## config.mk

```make
export PLATFORM = sky130hd
export DESIGN_NAME = sprite_cmd_scheduler
export DESIGN_NICKNAME = d
export VERILOG_FILES = /design/src/rtl/sprite_cmd_scheduler.sv
export SDC_FILE = /design/constraint.sdc
export NUM_CORES = 1
export LEC_CHECK = 0
export ABC_AREA = 1
export BUFFER_PORTS_ARGS = -buffer_cell sky130_fd_sc_hd__clkbuf_2
export CAP_MARGIN = 20
export CORE_ASPECT_RATIO = 1.25
export CORE_MARGIN = 4
export CORE_UTILIZATION = 61
export DETAILED_ROUTE_END_ITERATION = 12
export GPL_TIMING_DRIVEN = 0
export PLACE_DENSITY = 0.79
export SLEW_MARGIN = 20
export SYNTH_ARGS = -nofsm -noshare
export SYNTH_HDL_FRONTEND = slang
export SYNTH_SLANG_ARGS = --single-unit
```

## constraint.sdc

```tcl
create_clock -name clk -period 4.6 [get_ports clk]
set_input_delay 0.92 -clock clk [delete_from_list [all_inputs] [get_ports clk]]
set_output_delay 0.92 -clock clk [all_outputs]
set_load 0.02 [all_outputs]
```

## src/rtl/sprite_cmd_scheduler.sv

```systemverilog
// ---------------------------------------------------------------------------
// sprite_cmd_scheduler
//
// Buffers 32-bit sprite commands written by the Avalon-MM host and replays
// them to the sprite display stages as one-cycle pulses on cmd_out.
// Normal commands (info=1) are issued as soon as they reach the FIFO head.
// Buffer-swap commands (info=F) are held until vertical blanking, and only
// one swap is issued per frame. Commands are always issued in order, so a
// held swap also holds every command queued behind it.
//
// Command word layout on avs_writedata / cmd_out:
//   [31:26] sub_comp  [25:21] child  [20:17] info  [16:14] type
//   [13]    pp_selc   [12:0]  msg
//
// Optional build macro:
//   SCHED_HSYNC_GATE_EN - normal commands issue only while hcount >= 640
//                         (horizontal blanking). hcount is unused otherwise.
//
// Ports:
//   clk             system clock
//   reset           asynchronous, active-low reset
//   avs_chipselect  Avalon slave select
//   avs_write       Avalon write strobe
//   avs_writedata   command word from the host
//   avs_waitrequest high while the FIFO is full
//   hcount          VGA horizontal counter
//   vcount          VGA vertical counter
//   cmd_out         registered command pulse to the display stages
//   fifo_level      current FIFO occupancy
//   bad_cmd         sticky flag: a write with an unsupported info was dropped
// ---------------------------------------------------------------------------
module sprite_cmd_scheduler #(
    parameter int unsigned DEPTH    = 16,
    parameter int unsigned V_ACTIVE = 480,
    parameter logic [31:0] CMD_IDLE = '0
) (
    input  logic                     clk,
    input  logic                     reset,
    input  logic                     avs_chipselect,
    input  logic                     avs_write,
    input  logic [31:0]              avs_writedata,
    output logic                     avs_waitrequest,
    input  logic [9:0]               hcount,
    input  logic [9:0]               vcount,
    output logic [31:0]              cmd_out,
    output logic [$clog2(DEPTH):0]   fifo_level,
    output logic                     bad_cmd
);

    localparam int unsigned AW          = $clog2(DEPTH);
    localparam logic [AW:0] FULL_LEVEL  = (AW + 1)'(DEPTH);
    localparam logic [3:0]  INFO_NORMAL = 4'h1;
    localparam logic [3:0]  INFO_SWAP   = 4'hF;
    localparam logic [9:0]  VBLANK_LINE = 10'(V_ACTIVE);

    typedef enum logic [1:0] {
        IDLE,
        ISSUE,
        WAIT_VB,
        SWAP
    } state_t;

    state_t state, state_next;

    logic [31:0]   mem [DEPTH];
    logic [AW-1:0] wr_ptr;
    logic [AW-1:0] rd_ptr;
    logic [AW:0]   level;

    logic        full;
    logic        empty;
    logic        accept;
    logic        wr_valid;
    logic        push;
    logic        pop;
    logic        load;
    logic        swap_done;
    logic        swap_armed;
    logic        in_vblank;
    logic        normal_ok;
    logic [31:0] head;
    logic [3:0]  head_info;
    logic [3:0]  wr_info;

    // ------------------------------------------------------------------
    // Host side: accept, classify, push
    // ------------------------------------------------------------------
    assign full            = (level == FULL_LEVEL);
    assign empty           = (level == '0);
    assign avs_waitrequest = full;

    assign wr_info  = avs_writedata[20:17];
    assign wr_valid = (wr_info == INFO_NORMAL) || (wr_info == INFO_SWAP);
    assign accept   = avs_chipselect && avs_write && !full;
    assign push     = accept && wr_valid;

    assign head      = mem[rd_ptr];
    assign head_info = head[20:17];

    assign in_vblank = (vcount >= VBLANK_LINE);

`ifdef SCHED_HSYNC_GATE_EN
    assign normal_ok = (hcount >= 10'd640);
`else
    logic unused_hcount;
    assign unused_hcount = ^hcount;
    assign normal_ok     = 1'b1;
`endif

    // ------------------------------------------------------------------
    // FIFO storage (no reset needed: contents are qualified by level)
    // ------------------------------------------------------------------
    always_ff @(posedge clk) begin
        if (push) begin
            mem[wr_ptr] <= avs_writedata;
        end
    end

    always_ff @(posedge clk or negedge reset) begin
        if (!reset) begin
            wr_ptr <= '0;
            rd_ptr <= '0;
            level  <= '0;
        end else begin
            if (push) begin
                wr_ptr <= wr_ptr + 1'b1;
            end
            if (pop) begin
                rd_ptr <= rd_ptr + 1'b1;
            end
            case ({push, pop})
                2'b10:   level <= level + 1'b1;
                2'b01:   level <= level - 1'b1;
                default: level <= level;
            endcase
        end
    end

    assign fifo_level = level;

    // ------------------------------------------------------------------
    // Sticky bad command flag
    // ------------------------------------------------------------------
    always_ff @(posedge clk or negedge reset) begin
        if (!reset) begin
            bad_cmd <= 1'b0;
        end else if (accept && !wr_valid) begin
            bad_cmd <= 1'b1;
        end
    end

    // ------------------------------------------------------------------
    // One swap per frame: cleared by the issued swap, re-armed once the
    // raster is back in the active region.
    // ------------------------------------------------------------------
    always_ff @(posedge clk or negedge reset) begin
        if (!reset) begin
            swap_armed <= 1'b1;
        end else if (swap_done) begin
            swap_armed <= 1'b0;
        end else if (!in_vblank) begin
            swap_armed <= 1'b1;
        end
    end

    // ------------------------------------------------------------------
    // Issue state machine
    // ------------------------------------------------------------------
    always_ff @(posedge clk or negedge reset) begin
        if (!reset) begin
            state <= IDLE;
        end else begin
            state <= state_next;
        end
    end

    always_comb begin
        state_next = state;
        load       = 1'b0;
        pop        = 1'b0;
        swap_done  = 1'b0;
        case (state)
            IDLE: begin
                if (!empty) begin
                    if (head_info == INFO_SWAP) begin
                        // Going straight to SWAP when already in an armed
                        // vblank gives the swap the same 2-cycle latency
                        // as a normal command.
                        state_next = (in_vblank && swap_armed) ? SWAP : WAIT_VB;
                    end else if (normal_ok) begin
                        state_next = ISSUE;
                    end
                end
            end
            ISSUE: begin
                load       = 1'b1;
                pop        = 1'b1;
                state_next = IDLE;
            end
            WAIT_VB: begin
                if (in_vblank && swap_armed) begin
                    state_next = SWAP;
                end
            end
            SWAP: begin
                load       = 1'b1;
                pop        = 1'b1;
                swap_done  = 1'b1;
                state_next = IDLE;
            end
            default: begin
                state_next = IDLE;
            end
        endcase
    end

    // ------------------------------------------------------------------
    // Output register: the head word for exactly one cycle, idle otherwise
    // ------------------------------------------------------------------
    always_ff @(posedge clk or negedge reset) begin
        if (!reset) begin
            cmd_out <= CMD_IDLE;
        end else if (load) begin
            cmd_out <= head;
        end else begin
            cmd_out <= CMD_IDLE;
        end
    end

endmodule
```

==> flow_summary_export.csv, run 1 <==
group,metric,value,unit
placed_design,dp_cells,2187,
layout,drive_above_1_share,13.5,%
timing,worst_slack,1.34,ns
grt,grt_pass1_wl,94900,µm
layout,final_cell_mix,"512 x edfxtp_1, 235 x nor2_1, 232 x o21ai_0, 120 x nand2_1, 79 x clkbuf_2",
critical_path,crit_required,4.87,ns
placed_design,port_buffers,79,
floorplanning,row_count,77,
timing,whs,0.236,ns
critical_path,worstPathCellList,"clkbuf_2, nor2_1, o21ai_0, a21oi_1, nand3_1, inv_1, nand2_1, nor2_4, buf_12",
critical_path,crit_type,"in2reg",
timing,rsz0062_at_grt,"no",
timing,hold_viol,0,
cts,hold_buffers,0,
synthesis,yosysWarningCount,0,
cts,clock_latency,0.59,ns
timing,period_share,71.0,%
detailed_routing,drc,0,
critical_path,crit_path_start_kind,"input port",
cts,cts_max_level,2,
detailed_routing,routed_wl,64800,µm
critical_path,cp_slowest_cell,"nor2_4",
detailed_routing,antenna_left,0,
grt,first_global_vias,15700,
synthesis,synth-seq-cells,561,
timing,finalCriticalPeriod,3.26,ns
detailed_routing,avgViaCountPerCell,6.69,
layout,final_common_cell,"edfxtp_1",
timing,max_freq,306,MHz
synthesis,syn-num-nets,1671,
detailed_routing,dr.pass1.iters,6,
floorplanning,core,35400,µm²
grt,grt_antenna_before_repair,2,
cts,cts_buffers,51,
layout,fillers,2162,
critical_path,cp_max_fo,19,
timing,slew_viol_final,0,
floorplanning,ioPinCount,95,
critical_path,crit_buf_inv,3,
cts,clk_path_buf_depth,3,
detailed_routing,drtIter0Drc,2558,
min_path,min_path_type,"in2async",
timing,clock_skew,0.0245,ns
critical_path,endpoint_kind,"flop",
synthesis,seq_area_frac_synth,75.9,%
layout,synthToLayoutAreaGrowth,15.5,%
floorplanning,start_util,61.8,%
synthesis,syn_area,21900,µm²
placed_design,post-place-ws,0.786,ns
run_status,outcome,"completed",
synthesis,syn_avg_cell_area,13.6,µm²
grt,gr-usage-all-layers,33.6,%
power,powerDensity,625,nW/µm²
timing,worst_slew_pin_slew,1.10,ns
cts,cts.clk_slew.worst_paths,0.06,ns
critical_path,critPathMaxStageDelay,0.67,ns
critical_path,crit_family,"simple AND/OR/NAND/NOR gates",
placed_design,place_congestion,0.911,
power,p_leak,8.66,nW
cts,cts_resized,0,
flow_run,max_cap_violations,0,
timing,fin_setup_tns,0,ns
floorplanning,fp.dieH,220,µm
timing,setup_viol,0,
critical_path,cp.arrival,3.53,ns
grt,grt_max_degree,37,
power,ir_drop,390,µV
layout,multi_input_area,4640,µm²
detailed_routing,wl_per_cell,28.4,µm
cts,cts_tree,"yes",
timing,slew_headroom,27.0,%
floorplanning,die_x,177,µm
cts,root_buffer,"clkbuf_16",
layout,fin_cells,2284,
floorplanning,die-area,39000,µm²
cts,post_cts_buffers,0,
detailed_routing,vias,15300,
grt,grt.overflow.total,0,
synthesis,synth_cell_types,32,
synthesis,syn_inst,1606,
layout,fin_nets,1831,
cts,cts.sinks,561,
layout,regArea,16600,µm²
placed_design,hpwl,41700,µm
flip-flops by register name (all words and copies together), names as in the netlist:
signal / cells
mem: 512
wr_ptr: 4
bad_cmd: 1
state: 2
rd_ptr: 4
swap_armed: 1
cmd_out: 32
fifo_level: 5
layer usage:
layer / track usage, % / routed length (µm)
met1: 41.0 / 20700
met2: 53.9 / 30700
met3: 7.81 / 8610
met4: 22.2 / 4920
met5: 0 / 0
where the power goes:
part,internal [mW],switching (mW),total [mW]
clock,2.42,1.81,4.23
combinational,1.49,4.12,5.61
sequential,5.80,0.140,5.94
total,9.71,6.07,15.8
per-stage QoR:
step / power, mW / util [%] / instance area [µm²]
floorplan: 9.15 / - / 21900
global placement: 11.1 / 64.6 / 22900
detailed placement: 11.4 / 66.7 / 23600
CTS: 15.5 / 71.4 / 25200
global route: 16.3 / 71.4 / 25200
finish: 15.8 / 71.4 / 25200
worst reg2reg max path, cell delays in order, from the launching register on:
cell and delay [ns]:
dfrtp_1 0.49, clkinv_1 0.25, clkbuf_1 0.71, clkbuf_1 0.70
o221ai_1 0.28, nand3_1 0.19, a21oi_1 0.12
logic make-up (layout without fill, tap and decap cells):
logic type / count (synthesis) / count (layout) / share of synthesized area (%)
AOI/OAI and AO/OA: 422 / 422 / 11.7
xor gates and xnor gates: 12 / 12 / 0.481
adders and majority gates: 9 / 9 / 0.515
buffers and inverters: 160 / 362 / 3.37
DFF: 561 / 561 / 75.9
other: 0 / 2 / 0
and+or+nand+nor: 442 / 442 / 8.02
worst paths after layout:
path / start / endpoint / slack, ns / depth (start not counted)
setup / recovery: avs_writedata[20] / mem[1][25] / 1.34 / 9
hold / removal: reset / cmd_out[23] / 0.24 / 1
setup reg to reg: rd_ptr[2] / cmd_out[29] / 1.66 / 6
hold reg to reg: swap_armed / swap_armed / 0.49 / 2
max in group asynchronous: reset / swap_armed / 3.81 / 2
min in group clk: swap_armed / swap_armed / 0.49 / 2
cell type report:
class / count / share of cell area (%)
clock inverters: 19 / 0.768
inverters: 51 / 0.758
clock buffers: 76 / 5.79
multi-input cells: 885 / 18.4
diodes: 2 / 0.0198
repair buffers: 107 / 4.00
well taps: 474 / 2.35
plain buffers: 109 / 2.16
flip-flops and latches: 561 / 65.8
synthesized netlist by cell type:
master      n  area share, %
o311ai_0    1          0.040
nand2_1   120            2.1
buf_1       3          0.052
xor2_1      9           0.36
a22oi_1     1          0.034
o211ai_2    1          0.057
nor3_1      1          0.023
buf_4      13           0.45
inv_2       1          0.017
edfxtp_1  512             70
nor2_2      2          0.057
buf_2      26           0.60
o21ai_1     1          0.023
o22ai_1    34           0.97
xnor2_1     3           0.12
o21bai_1    2          0.069
nand4_1     1          0.029
dfrtp_1    48            5.5
a21oi_1    37           0.85
inv_1      48           0.82
o221ai_1   78            3.1
buf_6       7           0.36
clkbuf_1   59            1.0
o211ai_1   34            1.2
clkbuf_2    1          0.023
o31ai_1     1          0.034
ha_1        9           0.52
dfstp_2     1           0.12
nor2_1    250            4.3
o21ai_0   232            5.3
clkinv_1    2          0.034
nand3_1    68            1.6
Power figures use the tool's default switching activity.
==> inputs of run 2 (changes only) <==
- ABC_AREA: 1 -> 0
- CORE_UTILIZATION: 61 -> 55
- PLACE_DENSITY: 0.79 -> 0.75
- clock period: 4.6 -> 3 ns (I/O delays scaled with it)
==> flow_summary_export.csv, run 2 <==
group,metric,value,unit
critical_path,cp.arrival,3.21,ns
placed_design,dpl-instance-area,23100,µm²
critical_path,crit_buf_inv,4,
layout,final_cell_mix,"512 x edfxtp_1, 156 x mux4_2, 79 x clkbuf_2, 51 x clkbuf_16, 47 x dfrtp_1",
timing,period_share,98.3,%
cts,clk_path_buf_depth,3,
layout,regMostFlops,"mem",
critical_path,crit_required,3.26,ns
timing,setup_viol,0,
power,p_leak,8.25,nW
grt,grt.overflow.total,0,
timing,finalCriticalPeriod,2.95,ns
synthesis,syn_avg_cell_area,23.5,µm²
synthesis,synth-edff-count,512,
synthesis,ys_dominant_reg_cell,"edfxtp_1",
flow_run,max_cap_violations,0,
synthesis,syn-num-nets,970,
placed_design,hpwl,28500,µm
min_path,hold_path_depth,4,
floorplanning,start_util,55.7,%
timing,worst_slew_pin_slew,0.994,ns
floorplanning,core,38200,µm²
placed_design,place_congestion,0.737,
critical_path,cp_slowest_cell,"nor3b_1",
detailed_routing,avgViaCountPerCell,6.30,
placed_design,port_buffers,79,
synthesis,synth_top_area_share,72.2,%
critical_path,crit_family,"simple AND/OR/NAND/NOR gates",
power,powerDensity,868,nW/µm²
synthesis,synth_common_cells,"512 x edfxtp_1, 156 x mux4_2, 48 x dfrtp_1",
cts,cts_max_level,2,
critical_path,crit_cells,9,
floorplanning,ioPinCount,95,
floorplanning,fp.dieH,228,µm
grt,grt_antenna_before_repair,1,
critical_path,worstPathCellList,"clkbuf_2, and3_1, o21ai_1, nor3_4, inv_4, buf_4, nor3b_1, and2_4, buf_12",
timing,slew_headroom,33.8,%
critical_path,cp_max_fo,18,
critical_path,critPathMaxStageDelay,0.65,ns
floorplanning,die-area,41900,µm²
cts,cts_tree,"yes",
detailed_routing,routed_wl,46700,µm
synthesis,yosysTopAreaCell,"edfxtp_1",
timing,max_freq,339,MHz
detailed_routing,vias,10200,
grt,grt_pass1_wl,68900,µm
power,power,21.6,mW
layout,fin_nets,1149,
placed_design,post-place-ws,-0.913,ns
layout,diodes,0,
grt,first_global_vias,10500,
detailed_routing,wl_per_cell,28.9,µm
detailed_routing,drtIter0Drc,1194,
floorplanning,die_x,184,µm
timing,hold_viol,0,
layout,synthToLayoutAreaGrowth,16.9,%
detailed_routing,drc,0,
synthesis,synth.most_common_cell,"edfxtp_1",
grt,gr-usage-all-layers,22.5,%
cts,cts.clk_slew.worst_paths,0.06,ns
critical_path,crit_type,"in2reg",
layout,drive_above_1_share,36.3,%
critical_path,crit_path_start_kind,"input port",
synthesis,synth_cell_types,35,
layout,largest_reg_flops,512,
synthesis,syn_inst,905,
cts,clock_latency,0.57,ns
layout,final_common_cell,"edfxtp_1",
synthesis,seq_area_frac_synth,78.0,%
grt,grt_max_degree,42,
detailed_routing,dr.pass1.iters,7,
critical_path,endpoint_kind,"flop",
synthesis,synthTopCellsByArea,"edfxtp_1 72%, mux4_2 16%, dfrtp_1 5.6%",
cts,cts.sinks,561,
cts,cts_buffers,50,
timing,worst_slack,0.0509,ns
timing,slew_viol_final,0,
detailed_routing,antenna_left,0,
timing,clock_skew,0.0117,ns
power,ir_drop,440,µV
synthesis,syn_area,21300,µm²
cts,root_buffer,"clkbuf_16",
synthesis,yosysWarningCount,0,
synthesis,synth_async_sr_flop_share,8.73,%
floorplanning,row_count,80,
synthesis,synth-seq-cells,561,
run_status,outcome,"completed",
min_path,min_path_type,"in2reg",
critical_path,r2r.worst_path.cells,9,
layout,final_cell_area,24900,µm²
## run 2: cell count changes after synthesis, moves of 39 or more
cell	previous run	this run
and2_1	0	41
clkbuf_1	59	20
inv_1	48	7
mux4_2	0	156
nand2_1	120	11
nand3_1	68	10
nor2_1	250	9
o21ai_0	232	4
o221ai_1	78	1
## run 2: routing by layer
layer  up-vias  wire length, µm  track usage (%)
met3        96             3880             4.43
met2       519            23600             36.1
li1       4149                -                -
met1      5417            18000             32.2
met5         -                0                0
met4         0             1220             6.61
## run 2: stage by stage
stage	setup TNS, ns	util, %	hold slack (ns)	instances
floorplan	-89.19	-	0.304	905
global placement	-1032.76	58.5	0.438	1476
detailed placement	-216.29	60.5	0.453	1513
CTS	-1.27	64.9	0.261	1610
global route	-2.31	65.1	0.318	1617
finish	0	65.1	0.287	1617
## run 2: final cells by class
| type | count | area, µm² |
|---|---|---|
| sequential | 561 | 16600 |
| fill | 2384 | 13300 |
| multi-input combinational | 289 | 4540 |
| clock buffer | 69 | 1400 |
| timing repair buffer | 128 | 1200 |
| tap | 492 | 616 |
| buffer | 46 | 272 |
| clock inverter | 24 | 231 |
| inverter | 8 | 32.5 |
## run 2: worst reg2reg max path, delay by kind of cell, from the launching register on
kind	cells	cell delay, ns
AND/OR/NAND/NOR	5	1.60
flip-flops	1	0.34
buffers and inverters	4	0.67
## run 2: path summary, 6_finish.rpt
kind / end / startpoint / slack, ns
worst max-delay path: mem[8][14] / avs_writedata[18] / 0.05
worst min-delay path: swap_armed / vcount[9] / 0.29
worst max register to register: mem[8][14] / fifo_level[1] / 0.06
worst min register to register: swap_armed / state[1] / 0.46
max in group asynchronous: swap_armed / reset / 2.02
min in group asynchronous: cmd_out[2] / reset / 0.45
## run 2: kinds of logic after synthesis
logic type,synth area share (%)
compound gates,0.723
flops,78.0
fa+ha+maj,0.529
simple gates,2.29
buf+inv,1.40
xor+xnor,0.494
mux,16.6
## run 2: power breakdown
part           internal (mW)  switching [mW]  total (mW)
registers               8.86           0.176        9.04
clock network           3.63            2.73        6.35
logic                   2.97            3.25        6.22
## run 2: repair_timing
item | 4_1_cts | 5_1_grt
pin swaps | 1 | 5
hold buffers | 1 | 0
endpoints found under the setup margin | 161 | 213
buffers inserted | 3 | 8
gates resized for setup | 3 | 14
endpoints found under the hold margin | 8 | 0
==> inputs of run 3 (changes only) <==
- CTS_BUF_LIST: not set -> sky130_fd_sc_hd__clkbuf_8 sky130_fd_sc_hd__clkbuf_16
==> flow_summary_export.csv, run 3 (synthesized netlist as in run 2, its figures left out) <==
group,metric,value,unit
layout,fillers,2384,
floorplanning,die-area,41900,µm²
critical_path,worstPathCellList,"clkbuf_2, nor4_4, and2_4, nor3_4, inv_4, buf_4, nor3b_1, and2_4, buf_12",
power,combPwrFrac,28.8,%
grt,grt_max_degree,42,
placed_design,dpl-instance-area,23100,µm²
layout,regMostFlops,"mem",
critical_path,r2r.worst_path.cells,9,
critical_path,cp.arrival,3.19,ns
critical_path,reg2reg_to,"mem[8][14]",
cts,cts.clk_slew.worst_paths,0.07,ns
placed_design,place_congestion,0.737,
cts,cts.sinks,561,
critical_path,crit_required,3.26,ns
layout,synthToLayoutAreaGrowth,17.0,%
critical_path,crit_path_start_kind,"flop",
critical_path,worstReg2RegStart,"fifo_level[1]",
power,intPower,15.4,mW
placed_design,post-place-ws,-0.913,ns
timing,setup_viol,0,
critical_path,critPathMaxStageDelay,0.63,ns
layout,largest_reg_flops,512,
cts,clock_latency,0.57,ns
timing,worst_slack,0.0702,ns
layout,final_cell_area,24900,µm²
layout,regArea,16600,µm²
cts,root_buffer,"clkbuf_16",
critical_path,cp_slowest_cell,"nor3b_1",
floorplanning,row_count,80,
cts,cts_tree,"yes",
power,powerDensity,867,nW/µm²
power,p_seq_share,41.9,%
flow_run,max_cap_violations,0,
layout,final_cell_mix,"512 x edfxtp_1, 156 x mux4_2, 79 x clkbuf_2, 51 x clkbuf_16, 47 x dfrtp_1",
grt,grt.overflow.total,0,
timing,finalCriticalPeriod,2.93,ns
detailed_routing,vias,10200,
cts,cts_buffers,50,
detailed_routing,avgViaCountPerCell,6.30,
critical_path,r2r_setup_slack,0.07,ns
power,pwr-share-clk,29.3,%
layout,final_common_cell,"edfxtp_1",
detailed_routing,drtIter0Drc,1198,
timing,worst_slew_pin_slew,0.948,ns
power,p_leak,8.30,nW
detailed_routing,dr.pass1.iters,8,
layout,fin_cells,1618,
floorplanning,start_util,55.7,%
min_path,hp-start,"vcount[9]",
critical_path,cp_max_fo,18,
critical_path,crit_type,"reg2reg",
layout,multi_input_area,4540,µm²
power,ir_drop,440,µV
timing,hold_viol,0,
layout,final_core_util,65.1,%
critical_path,endpoint_kind,"flop",
floorplanning,fp.dieH,228,µm
timing,slew_viol_final,0,
min_path,hold_path_end,"swap_armed",
grt,first_global_vias,10500,
timing,slew_headroom,36.8,%
cts,clk_path_buf_depth,3,
grt,grt_pass1_wl,68900,µm
placed_design,port_buffers,79,
detailed_routing,drc,0,
detailed_routing,routed_wl,46700,µm
placed_design,hpwl,28500,µm
detailed_routing,wl_per_cell,28.9,µm
cts,cts_max_level,2,
timing,period_share,97.7,%
power,switchingPower,6.16,mW
layout,drive_above_1_share,36.3,%
min_path,hold_path_depth,4,
min_path,min_path_type,"in2reg",
grt,gr-usage-all-layers,22.5,%
timing,clock_skew,0.0132,ns
floorplanning,ioPinCount,95,
critical_path,crit_top_cell,"and2_4",
layout,fin_nets,1149,
floorplanning,core,38200,µm²
placed_design,dp_cells,1513,
timing,max_freq,341,MHz
floorplanning,die_x,184,µm
grt,grt_antenna_before_repair,1,
run_status,outcome,"completed",
power,sw_frac_of_total,28.6,%
detailed_routing,antenna_left,0,
run 3: cell types whose count changed in the layout (fill, tap and decap cells not counted):
cell and delta:
clkbuf_1 -12, inv_1 +12, diode_2 +1
run 3: critical path: cells and delay by family, from the launching register on:
family	cells	cell delay, ns
and+or+nand+nor	5	1.59
buffers and inverters	4	0.66
DFF	1	0.34
run 3: layout make-up:
class | count | area share [%]
flip-flops and latches | 561 | 66.7
multi-input cells | 289 | 18.2
clock buffers | 57 | 5.46
repair buffers | 128 | 4.83
well taps | 492 | 2.47
clock inverters | 36 | 1.11
plain buffers | 46 | 1.09
inverters | 8 | 0.131
diodes | 1 | 0.0100
run 3: what timing repair did:
action	CTS	global route
pin swaps	1	5
hold buffers	1	0
endpoints found under the hold margin	8	0
endpoints found under the setup margin	161	213
buffers inserted	3	8
resized for setup	3	14
run 3: routing by layer:
layer  vias to the layer above  global-route usage (%)  share of wire, %
met5                         -                       0                 0
met4                         0                    6.61               2.6
met3                        95                    4.43               9.0
met2                       560                    36.1                50
met1                      5391                    32.2                38
li1                       4146                       -                 -
run 3: how the worst max path moves through the flow:
stage	startpoint	to	slack, ns	cells past startpoint
4_1_cts	avs_writedata[18]	mem[6][26]	-0.05	10
2_1_floorplan	avs_writedata[18]	mem[0][0]	-0.57	5
5_1_grt	avs_writedata[18]	mem[11][14]	-0.05	9
6_report	fifo_level[1]	mem[8][14]	0.07	9
3_3_place_gp	avs_writedata[18]	mem[2][10]	-3.38	6
3_5_place_dp	avs_writedata[20]	fifo_level[4]	-0.91	14
run 3: metrics by stage:
stage                     power [mW]  hold slack [ns]  TNS (ns)
after CTS                       21.7            0.261     -1.27
after global routing            22.4            0.318     -2.31
after detailed placement        15.3            0.453   -216.29
final                           21.6            0.278         0
after global placement          15.1            0.438  -1032.76
after floorplan                 13.5            0.304    -89.19
run 3: power by group through the flow:
stage / registers, mW / clock network [mW] / logic [mW]
after detailed placement: 9.17 / 0 / 6.16
after CTS: 9.01 / 6.39 / 6.27
final: 9.04 / 6.32 / 6.22
after global placement: 9.17 / 0 / 5.94
after global routing: 9.07 / 6.73 / 6.63
after floorplan: 9.40 / 0 / 4.14
